[src/rtl/fetch_stage.sv]
// Instruction fetch stage: drives the instruction memory and fills the IF/ID slot.
// Latency: a word acked in cycle N appears on IF/ID after the edge ending cycle N.
// Backpressure: a stalled full slot parks one word in a skid register; the request stops there.
module fetch_stage #(
  parameter logic [31:0] RESET_PC  = 32'h0000_0000,
  parameter logic [31:0] NOP_INSTR = 32'h0000_0013
) (
  input  logic        clk_i,
  input  logic        rst_i,
  input  logic        stall_i,
  input  logic        redirect_i,
  input  logic [31:0] redirect_pc_i,
  output logic        imem_req_o,
  output logic [31:0] imem_addr_o,
  input  logic        imem_ack_i,
  input  logic [31:0] imem_rdata_i,
  output logic [31:0] instr_o,
  output logic [6:0]  op_o,
  output logic [31:0] pc_o,
  output logic [31:0] pc_plus4_o,
  output logic        valid_o
);

  // REQ:     a request is on the bus and its response may land in the slot.
  // SKID:    one word is parked because the slot was stalled; the bus is idle.
  // DISCARD: the in-flight request belongs to a squashed path; its data is thrown away.
  typedef enum logic [1:0] {
    S_REQ     = 2'd0,
    S_SKID    = 2'd1,
    S_DISCARD = 2'd2
  } state_t;

  state_t      state_q, state_d;
  logic [31:0] fetch_pc_q, fetch_pc_d;
  logic [31:0] pend_pc_q, pend_pc_d;
  logic [31:0] skid_instr_q, skid_instr_d;
  logic [31:0] skid_pc_q, skid_pc_d;
  logic [31:0] instr_q, instr_d;
  logic [31:0] pc_q, pc_d;
  logic        valid_q, valid_d;

  logic        slot_free;
  logic [31:0] target_pc;
  logic [31:0] fetch_pc_inc;

  // The slot can accept a new entry when it is empty or decode is consuming it.
  assign slot_free    = !valid_q || !stall_i;
  // Instructions are word-aligned, so the low bits of a target are meaningless.
  assign target_pc    = {redirect_pc_i[31:2], 2'b00};
  // Plain 32-bit add: the top word wraps around to address zero.
  assign fetch_pc_inc = fetch_pc_q + 32'd4;

  // Next-state, memory-side and IF/ID slot update logic.
  always_comb begin
    state_d      = state_q;
    fetch_pc_d   = fetch_pc_q;
    pend_pc_d    = pend_pc_q;
    skid_instr_d = skid_instr_q;
    skid_pc_d    = skid_pc_q;
    instr_d      = instr_q;
    pc_d         = pc_q;
    valid_d      = valid_q;

    unique case (state_q)
      S_REQ: begin
        if (redirect_i) begin
          if (imem_ack_i) begin
            // Response is on the wrong path; drop it and start the new one.
            fetch_pc_d = target_pc;
          end else begin
            // Address must stay on the bus until the ack, so remember the
            // target and swallow the stale response first.
            pend_pc_d = target_pc;
            state_d   = S_DISCARD;
          end
        end else if (imem_ack_i) begin
          fetch_pc_d = fetch_pc_inc;
          if (slot_free) begin
            instr_d = imem_rdata_i;
            pc_d    = fetch_pc_q;
            valid_d = 1'b1;
          end else begin
            skid_instr_d = imem_rdata_i;
            skid_pc_d    = fetch_pc_q;
            state_d      = S_SKID;
          end
        end else if (slot_free) begin
          // Waiting on memory: hand decode a bubble, keep the last PC.
          instr_d = NOP_INSTR;
          valid_d = 1'b0;
        end
      end

      S_SKID: begin
        if (redirect_i) begin
          fetch_pc_d = target_pc;
          state_d    = S_REQ;
        end else if (!stall_i) begin
          instr_d = skid_instr_q;
          pc_d    = skid_pc_q;
          valid_d = 1'b1;
          state_d = S_REQ;
        end
      end

      S_DISCARD: begin
        if (imem_ack_i) begin
          // A redirect arriving together with the ack is the most recent one.
          fetch_pc_d = redirect_i ? target_pc : pend_pc_q;
          state_d    = S_REQ;
        end else if (redirect_i) begin
          pend_pc_d = target_pc;
        end
        if (slot_free) begin
          instr_d = NOP_INSTR;
          valid_d = 1'b0;
        end
      end

      default: begin
        state_d = S_REQ;
      end
    endcase

    // A redirect squashes whatever is in the slot, even under a stall.
    if (redirect_i) begin
      instr_d = NOP_INSTR;
      pc_d    = pc_q;
      valid_d = 1'b0;
    end
  end

  // State registers; reset wins over every other input.
  always_ff @(posedge clk_i) begin
    if (rst_i) begin
      state_q      <= S_REQ;
      fetch_pc_q   <= RESET_PC;
      pend_pc_q    <= 32'h0;
      skid_instr_q <= 32'h0;
      skid_pc_q    <= 32'h0;
      instr_q      <= NOP_INSTR;
      pc_q         <= 32'h0;
      valid_q      <= 1'b0;
    end else begin
      state_q      <= state_d;
      fetch_pc_q   <= fetch_pc_d;
      pend_pc_q    <= pend_pc_d;
      skid_instr_q <= skid_instr_d;
      skid_pc_q    <= skid_pc_d;
      instr_q      <= instr_d;
      pc_q         <= pc_d;
      valid_q      <= valid_d;
    end
  end

  assign imem_req_o  = (state_q != S_SKID);
  assign imem_addr_o = fetch_pc_q;
  assign instr_o     = instr_q;
  assign op_o        = instr_q[6:0];
  assign pc_o        = pc_q;
  assign pc_plus4_o  = pc_q + 32'd4;
  assign valid_o     = valid_q;

endmodule

[config.mk]
export PLATFORM = sky130hd
export DESIGN_NAME = fetch_stage
export DESIGN_NICKNAME = d
export VERILOG_FILES = /design/src/rtl/fetch_stage.sv
export SDC_FILE = /design/constraint.sdc
export NUM_CORES = 1
export LEC_CHECK = 0
export CAP_MARGIN = 20
export CORE_AREA = 2 2 142 144
export CTS_CLUSTER_SIZE = 14
export DETAILED_ROUTE_END_ITERATION = 16
export DIE_AREA = 0 0 144 146
export PLACE_DENSITY_LB_ADDON = 0.15
export REMOVE_ABC_BUFFERS = 1
export SETUP_SLACK_MARGIN = 0.02
export SLEW_MARGIN = 20
export SYNTH_ARGS = -nofsm -noshare
export SYNTH_HDL_FRONTEND = slang
export SYNTH_SLANG_ARGS = --single-unit
[constraint.sdc]
create_clock -name clk_i -period 2.7 [get_ports clk_i]
set_input_delay 0.81 -clock clk_i [delete_from_list [all_inputs] [get_ports clk_i]]
set_output_delay 0.81 -clock clk_i [all_outputs]
set_load 0.01 [all_outputs]
==> results.md <==
* Utilization after layout at 68.5%
* Sequential Power Share at 40.7%
* Data arrival, critical path at 2.10 ns
* Post-synthesis mux area share at 4.60%
* CTS buffer count at 17
* Int Pwr at 5.56 mW
* Die ar. at 21,000 µm²
* First-pass GRT wire length at 45.7 mm
* Final number of setup-violating endpoints at 16
* Post-layout min period at 2.91 ns
* Clk_skew at 0.0104 ns
* DRT Pass-1 Iters at 5
* I/O pins at 206
* TritonCTS clock tree: built
* Sink Count at 195
* Rows at 51
* P_leak at 4.82 nW
* RSZ-0062 raised after global routing: true
* Failing checks: negative setup slack
* Sequential element share of the synthesized area at 39.2%
* Hold WS at 0.453 ns
* Crit-path cells: ha_4 -> nand2_4 -> or3_4 -> buf_4 -> buf_6 -> nor2_4 -> nand4_1 -> xnor2_1 -> buf_2
* XOR/XNOR share of the synthesized area at 2.90%
* Worst rel slew slack at 51.4%
* Mapped Area at 9970 µm²
* Synth Instances at 1,312
* CP peak stage delay at 0.37 ns
* Fmax at 0.343 GHz
* Compound-Gate Fraction of Synth Area at 24.6%
* Number of H-tree levels at 4
* Final hold vios at 0
* Core area at 19,300 µm²
* NetSw at 2.50 mW
* Synth Area in Adders at 0.753%
* GPL Wtd Cong at 0.863
* Drt first-iter violations at 700
* Post-synth ARST share at 0%
* Inst Count DP at 1,745
* Post-synthesis cell type count at 66
* Detailed Route WL at 28.4 mm
* Syn-to-layout area delta at 32.9%
* Max Slew Vio Count at 0
* Vias in the first global route at 9,078
* Dpl ws at -0.295 ns
* Worst-Margin Slew at 0.728 ns
* Simple-gate share of the synthesized area at 21.8%
* Chip Width at 144 µm
* Status: finished, violations left
* DRC Markers at 0
* Endpoint class of the critical path: primary output
* Initial core utilization at 51.5%
* FILL cells at 1,642
* Hold Path Class: flop to flop
* Cell Area, Placed at 12,600 µm²
* GR Util All Layers at 26.5%
* Final setup TNS at -2.01 ns
* CP max stage cell: dfxtp_4
* Global route overflow at 0
* Combinational Power Share at 26.8%
* Largest family of logic cells by synthesized area: compound AO/OA/AOI/OAI gates
* Startpoint Class: flop
* Root Driver: clkbuf_16
* Clk buf depth at 2
* DP Wirelength at 19.5 mm
* Sw Ratio at 31.0%
* Synth Flop Type: dfxtp_1
* Chip Height at 146 µm
* Power, Total at 8.05 mW
* IO Port Bufs at 203
* Antenna violations before repair at 1
* YS warnings at 0
* Final net count at 1,578
* PD cells at 608 nW/µm²
* Crit share post-route at 108%
* Yosys reg bits at 195
* Share of cells above drive strength 1 at 13.1%
* Worst-Skew Late Latency at 0.43 ns
* Vias/cell at 5.63
* Post-route insts no fill at 1,781
* Final setup margin at -0.212 ns
* Critical path fanouts, max at 3
* Number of enable flip-flop cells after synthesis at 0
* Clock Power Share at 32.4%
* Maximum vdd ir drop at 0.466 mV
* Final instance area at 13,200 µm²
* Vias at 10,033
* Pin count of the biggest net entering global routing at 113
* Clock transition at the registers of the reported paths at 0.07 ns
* Critical Path RT at 1.89 ns
* Post-DRT Antenna Nets at 0
* Avg Inst Size Synth at 7.60 µm²
* Routed wire per std cell at 15.9 µm
* Crit Path Class: flop to primary output
* # Max-Cap Violations at 0
-- cells in the final DEF (no fill, tap or decap), drive strengths merged, types with 20 or more instances in the layout --
| cell | netlist | final |
|---|---|---|
| nand3 | 34 | 34 |
| dfxtp | 195 | 195 |
| nor3 | 32 | 32 |
| nor2 | 114 | 114 |
| o21ai | 61 | 61 |
| clkdlybuf4s50 | 0 | 173 |
| mux2i | 39 | 39 |
| a21oi | 179 | 179 |
| xnor2 | 25 | 25 |
| clkbuf | 89 | 20 |
| a221oi | 27 | 27 |
| inv | 20 | 24 |
| buf | 36 | 115 |
| a22oi | 33 | 33 |
| nand4 | 21 | 21 |
| a211oi | 39 | 39 |
| nand2 | 245 | 245 |
-- critical path: cells and delay by family (launching register included) --
kind                     cells  cell delay (ns)
AND/OR/NAND/NOR              4             0.60
buffers and inverters        3             0.40
flip-flops                   1             0.37
adder cells (fa/ha/maj)      1             0.15
XOR/XNOR                     1             0.14
-- power groups by stage --
| stage | clock, mW | sequential (mW) | combinational (mW) |
|---|---|---|---|
| CTS | 2.64 | 3.27 | 2.15 |
| global route | 2.78 | 3.31 | 2.35 |
| floorplan | 0 | 3.40 | 0.971 |
| detailed placement | 0 | 3.33 | 2.17 |
| finish | 2.61 | 3.28 | 2.16 |
| global placement | 0 | 3.32 | 2.14 |
-- cells by family after synthesis --
kind of cell | after synthesis
DFF | 195
xor gates and xnor gates | 33
AOI/OAI and AO/OA | 394
buffers and inverters | 146
muxes | 45
and+or+nand+nor | 493
adders and majority gates | 6
-- cells in the mapped netlist, types with 7 or more instances --
master	count	area, µm²
buf_1	10	37.5
a21oi_1	179	896
a221o_1	10	100
a22oi_1	33	248
and3_1	15	93.8
nand4_1	20	125
dfxtp_1	195	3900
nor3_1	28	140
xor2_1	8	70.1
buf_4	10	75.1
buf_2	15	75.1
inv_1	20	75.1
a221oi_1	27	236
a211oi_1	39	293
nand2_1	245	920
nor2_1	113	424
clkbuf_1	88	330
xnor2_1	25	219
o21ai_0	60	300
nand3_1	33	165
mux2i_1	39	390
o211ai_1	7	52.6
-- path summary, 6_finish.rpt --
path	from	endpoint	slack, ns	cells after the start
max reg2reg	state_q[0]	instr_o[1]	0.24	7
min	pend_pc_q[5]	pend_pc_q[5]	0.45	2
max	pc_o[2]	pc_plus4_o[20]	-0.21	9
min reg2reg	pend_pc_q[5]	pend_pc_q[5]	0.45	2
-- area by class of cell --
type	instances	area (µm²)	share of cell area, %
Timing Repair Buffer	297	2730	20.6
Clock inverter	14	175	1.32
Antenna cell	1	2.50	0.0189
Sequential cell	195	3910	29.6
Clock buffer	17	425	3.21
Multi-Input combinational cell	971	5580	42.1
Tap cell	265	332	2.50
Inverter	21	86.3	0.652
-- metal layers --
layer  part of all wire (%)  track usage [%]
met1                     44             36.3
met4                    1.2             6.32
met2                     47             42.7
met3                    7.4             5.69
met5                      0                0
-- what timing repair did --
item                                    4_1_cts  5_1_grt
resized for setup                            99       29
buffers inserted                              2        4
endpoints found under the setup margin       26       43
pin swaps                                     8       19
hold buffers                                  0        0
-- state kept, by name (all words and copies together), names as in the netlist --
| signal | flops |
|---|---|
| valid_o | 1 |
| imem_addr_o | 32 |
| pend_pc_q | 32 |
| state_q | 2 |
| instr_o | 32 |
| pc_o | 32 |
| skid_pc_q | 32 |
| skid_instr_q | 32 |
No activity file was read; power rests on OpenSTA's default activity.
